--- config.mk ---
export PLATFORM = sky130hd
export DESIGN_NAME = c64_bus_arbiter
export DESIGN_NICKNAME = d
export VERILOG_FILES = /design/src/rtl/c64_bus_arbiter.sv
export SDC_FILE = /design/constraint.sdc
export NUM_CORES = 1
export LEC_CHECK = 0
export CORE_MARGIN = 4
export CORE_UTILIZATION = 45
export DETAILED_ROUTE_END_ITERATION = 7
export PLACE_DENSITY = 0.78
export SYNTH_ARGS = -nofsm -noshare
export SYNTH_HDL_FRONTEND = slang
export SYNTH_SLANG_ARGS = --single-unit
--- constraint.sdc ---
create_clock -name clk -period 1.7 [get_ports clk]
set_input_delay 0.51 -clock clk [delete_from_list [all_inputs] [get_ports clk]]
set_output_delay 0.51 -clock clk [all_outputs]
set_load 0.1 [all_outputs]
--- src/rtl/c64_bus_arbiter.sv ---
// Bus ownership sequencer for the shared C64 system bus: CPU, VIC-II DMA, expansion DMA.
// Latency: all outputs are registered and change only on clk edges with cyc_tick=1; aec falls BA_DELAY ticks after rdy.
// Backpressure: requesters are level-sensitive and hold their request until granted; the CPU is stalled via rdy/aec.
//
// Ports:
//   clk, reset      - system clock, synchronous active-high reset
//   cyc_tick        - one-clk pulse per CPU bus cycle; the only enable for state changes
//   vic_req/ext_req - level bus requests (VIC has priority over EXT)
//   rdy, aec        - CPU RDY / AEC controls
//   owner           - 0 = CPU, 1 = VIC, 2 = EXT
//   vic_grant/ext_grant - bus granted to VIC / EXT (only while aec=0)
//   stolen_cnt      - free-running count of bus cycles completed with aec=0
module c64_bus_arbiter #(
   parameter int BA_DELAY = 3,
   parameter int CNT_W    = 16
) (
   input  logic             clk,
   input  logic             reset,
   input  logic             cyc_tick,
   input  logic             vic_req,
   input  logic             ext_req,
   output logic             rdy,
   output logic             aec,
   output logic [1:0]       owner,
   output logic             vic_grant,
   output logic             ext_grant,
   output logic [CNT_W-1:0] stolen_cnt
);

   localparam logic [1:0] SRC_CPU = 2'd0;
   localparam logic [1:0] SRC_VIC = 2'd1;
   localparam logic [1:0] SRC_EXT = 2'd2;

   // Counter only needs to hold BA_DELAY-1.
   localparam int WC_W = (BA_DELAY > 1) ? $clog2(BA_DELAY) : 1;
   localparam logic [WC_W-1:0] WC_INIT = (BA_DELAY > 0) ? WC_W'(BA_DELAY - 1) : '0;

   typedef enum logic [1:0] {
      S_IDLE = 2'd0,
      S_WAIT = 2'd1,
      S_OWN  = 2'd2
   } state_t;

   state_t          state;
   logic [1:0]      src;
   logic [WC_W-1:0] wait_cnt;

   // Requester that would own the bus if arbitrated now (VIC wins ties).
   logic [1:0] req_src;
   assign req_src = vic_req ? SRC_VIC : SRC_EXT;

   always_ff @(posedge clk) begin
      if (reset) begin
         state      <= S_IDLE;
         src        <= SRC_CPU;
         wait_cnt   <= '0;
         rdy        <= 1'b1;
         aec        <= 1'b1;
         owner      <= SRC_CPU;
         vic_grant  <= 1'b0;
         ext_grant  <= 1'b0;
         stolen_cnt <= '0;
      end else if (cyc_tick) begin
         case (state)
            S_IDLE: begin
               if (vic_req || ext_req) begin
                  src <= req_src;
                  rdy <= 1'b0;
                  if (BA_DELAY == 0) begin
                     state     <= S_OWN;
                     aec       <= 1'b0;
                     owner     <= req_src;
                     vic_grant <= vic_req;
                     ext_grant <= !vic_req;
                  end else begin
                     state    <= S_WAIT;
                     wait_cnt <= WC_INIT;
                  end
               end
            end

            S_WAIT: begin
               if (!vic_req && !ext_req) begin
                  // Everyone withdrew: give the CPU its bus back.
                  state <= S_IDLE;
                  src   <= SRC_CPU;
                  rdy   <= 1'b1;
               end else begin
                  // Source may switch between VIC and EXT without restarting
                  // the countdown; the CPU has already been warned via rdy.
                  src <= req_src;
                  if (wait_cnt == '0) begin
                     state     <= S_OWN;
                     aec       <= 1'b0;
                     owner     <= req_src;
                     vic_grant <= vic_req;
                     ext_grant <= !vic_req;
                  end else begin
                     wait_cnt <= wait_cnt - 1'b1;
                  end
               end
            end

            S_OWN: begin
               // The cycle just completed ran with aec=0.
               stolen_cnt <= stolen_cnt + 1'b1;
               if (src == SRC_EXT && vic_req) begin
                  // CPU is already off the bus, so VIC takes over immediately.
                  src       <= SRC_VIC;
                  owner     <= SRC_VIC;
                  vic_grant <= 1'b1;
                  ext_grant <= 1'b0;
               end else if ((src == SRC_VIC && !vic_req) ||
                            (src == SRC_EXT && !ext_req)) begin
                  // Always return to the CPU for at least one cycle, even if
                  // EXT is waiting behind a finished VIC burst.
                  state     <= S_IDLE;
                  src       <= SRC_CPU;
                  rdy       <= 1'b1;
                  aec       <= 1'b1;
                  owner     <= SRC_CPU;
                  vic_grant <= 1'b0;
                  ext_grant <= 1'b0;
               end
            end

            default: begin
               state     <= S_IDLE;
               src       <= SRC_CPU;
               rdy       <= 1'b1;
               aec       <= 1'b1;
               owner     <= SRC_CPU;
               vic_grant <= 1'b0;
               ext_grant <= 1'b0;
            end
         endcase
      end
   end

endmodule

==> qor.yml <==
power.switching_mw: 0.428
initialDrtViolationCount: 68
cts_tree: "yes"
grt_first_pass_wirelength_um: 5960
yosysWarnings: 0
crit_start: "ext_req"
grt_max_degree: 15
port_buffers: 26
gr-total-overflow: 0
worstSetupPathDepth: 5
synthAdderAreaFrac_pct: 5.25
cap_violations: 0
cts_inserted_buffers: 3
clock_path_buffers: 2
yosys.area.top_type: "dfxtp_1"
fin_crit_ps: 1660
p_int_mw: 0.892
ant_nets: 0
slowest_delay_ps: 410
crit_arrival_ps: 1910
clock_latency_ps: 330
rsz0062_at_grt: "no"
start_util_pct: 46.8
syn_area_um2: 1430
die_x_um: 64.4
dieArea_um2: 4140
tightest_slew_ps: 284
synth_xor_area_share_pct: 7.35
required_ps: 1950
wl_per_cell_um: 14.2
syn_inst: 166
clkPwrFrac_pct: 21.4
slew_headroom_pct: 80.9
diodes: 0
synth.most_common_cell: "dfxtp_1"
rows: 20
synthArstFlopShare_pct: 0
first_global_vias: 1324
synth_compound_area_share_pct: 16.4
synthMuxAreaShare_pct: 2.10
synth_top_family_by_area: "simple AND/OR/NAND/NOR gates"
p_comb_share_pct: 28.0
drc: 0
synth_edf_count: 0
syn_to_final_growth_pct: 50.8
wirelength_um: 3520
ys_seq_elements: 27
place_ws_ps: -324
critical_path.n_buffers_inverters: 1
yosys.area_share.simple_pct: 25.8
hold_path_class: "reg -> reg"
slew_violations: 0
synthDistinctLibCells: 41
synth_area_leaders: "dfxtp_1 38%, xor2_1 6.7%, ha_1 5.2%"
holdBufCountCts: 0
postLayoutCoreUtil_pct: 70.7
drt-pass1-iter-count: 4
hold_viol_final: 0
fin_skew_ps: 5.07
core_area_um2: 3050
status: "finished, final reports clean"
r2r_setup_slack_ps: 110
gp_congestion: 0.909
vdd_drop_max_mv: 0.395
p_leak_nw: 0.863
swShare_pct: 32.4
crit_family: "compound AO/OA/AOI/OAI gates"
cp-start-kind: "input port"
fmax_ghz: 0.604
critPathKind: "in -> reg"
crit_path_end_kind: "register"
ys_seq_area_share_pct: 37.8
cp_slowest_cell: "clkdlybuf4s50_1"
synth_ff_type: "dfxtp_1"
clock-sinks: 27
syn_avg_cell_area_um2: 8.62
fin_crit_sh_pct: 97.4
clk_pin_slew_ps: 140
r2r-start: "stolen_cnt[3]"
seq_power_share_pct: 50.7
die_h_um: 64.4
fin_nets: 216
syn_nets: 177
io_pins: 27
r2r_cells: 4
path_cells: "clkdlybuf4s50_1, or3b_1, a31oi_4, a31oi_1, a311oi_1"
netlist.area_leader.share_pct: 37.8
cts.root.buffer_cell: "clkbuf_4"
drt-vias-per-instance: 5.53
p_per_area_nw_per_um2: 612
ys_top_cells_by_count: "27 x dfxtp_1, 16 x nor2_1, 14 x nand2_1"
num_vias: 1371
antenna_found_initial: 0
r2r-end: "stolen_cnt[15]"
h-tree-depth: 1
setup_ws_ps: 43.9
drive_above_1_share_pct: 32.4
setup_viol: 0
crit_end: "state[0]"
dp.final_hpwl_um: 2730
grt_use_total_pct: 18.2
crit_fanout: 5
==> cells by family (layout without fill, tap and decap cells) <==
family,Yosys count,count (layout)
flip-flops,27,27
multiplexers,3,3
AO/OA/AOI/OAI,34,34
buffers and inverters,17,55
XOR/XNOR,12,12
AND/OR/NAND/NOR,67,67
adder cells (fa/ha/maj),6,6
==> state kept, by name, indices dropped and copies added, names as in the netlist <==
name and cells:
ext_grant 1, state 2, wait_cnt 2, src 2
owner 2, stolen_cnt 16, aec 1, rdy 1
==> how the worst min path moves through the flow <==
stage,slack [ps],cells after the start,start,endpoint
6_report,510,2,src[0],src[0]
2_1_floorplan,450,2,src[1],src[1]
3_3_place_gp,480,2,src[0],src[0]
3_5_place_dp,490,2,src[0],src[0]
4_1_cts,510,2,src[0],src[0]
5_1_grt,550,2,stolen_cnt[1],stolen_cnt[1]
==> power groups by stage <==
stage | logic, mW | registers [mW] | clock network [mW]
after floorplan | 0.166 | 0.727 | 0
after global placement | 0.337 | 0.679 | 0
after detailed placement | 0.351 | 0.680 | 0
after CTS | 0.353 | 0.666 | 0.287
after global routing | 0.393 | 0.673 | 0.323
final | 0.369 | 0.669 | 0.282
==> per-layer routing <==
metal  track usage (%)  part of all wire [%]  vias up
met5                 0                     0        -
met1              22.4                    41      651
met2              30.2                    51       49
met4              8.97                   1.9        0
met3              3.34                   5.9        7
li1                  -                     -      664
==> what timing repair did <==
| item | CTS | global route |
|---|---|---|
| setup endpoints to repair | 2 | 7 |
| setup buffers | 0 | 0 |
| gates resized for setup | 1 | 9 |
==> worst min-delay path, stage by stage, from the launching register on <==
cell	delay, ps
dfxtp_1	360
nand2_1	60
mux2i_1	60
==> through the flow <==
step	setup TNS (ps)	hold WS [ps]	instances	total power, mW	instance area, µm²
2_1_floorplan	0	455	166	0.893	1470
3_3_place_gp	-4420	480	244	1.02	2090
3_5_place_dp	-5210	490	244	1.03	2090
4_1_cts	0	509	248	1.31	2120
5_1_grt	0	548	248	1.39	2160
6_report	0	510	248	1.32	2160
==> area by class of cell <==
cell class	instances	area [µm²]
tap	44	55.1
inverter	7	26.3
clock buffer	4	26.3
sequential	27	586
multi-input combinational	122	843
timing repair buffer	44	621
fill	245	896
==> cells in the final DEF, fill, tap and decap left out, drive strengths merged, types with 3 or more instances in the layout <==
cell | synthesis | layout
nand3 | 7 | 7
nand2 | 14 | 14
clkbuf | 7 | 4
buf | 3 | 40
nand4 | 5 | 5
a21oi | 9 | 9
inv | 7 | 7
dfxtp | 27 | 27
and4 | 4 | 4
xor2 | 11 | 11
ha | 6 | 6
and3 | 4 | 4
nor2b | 3 | 3
o21ai | 6 | 6
nor2 | 16 | 16
a31oi | 3 | 3
mux2i | 3 | 3
Note: power is estimated with default switching activity, not from simulation.
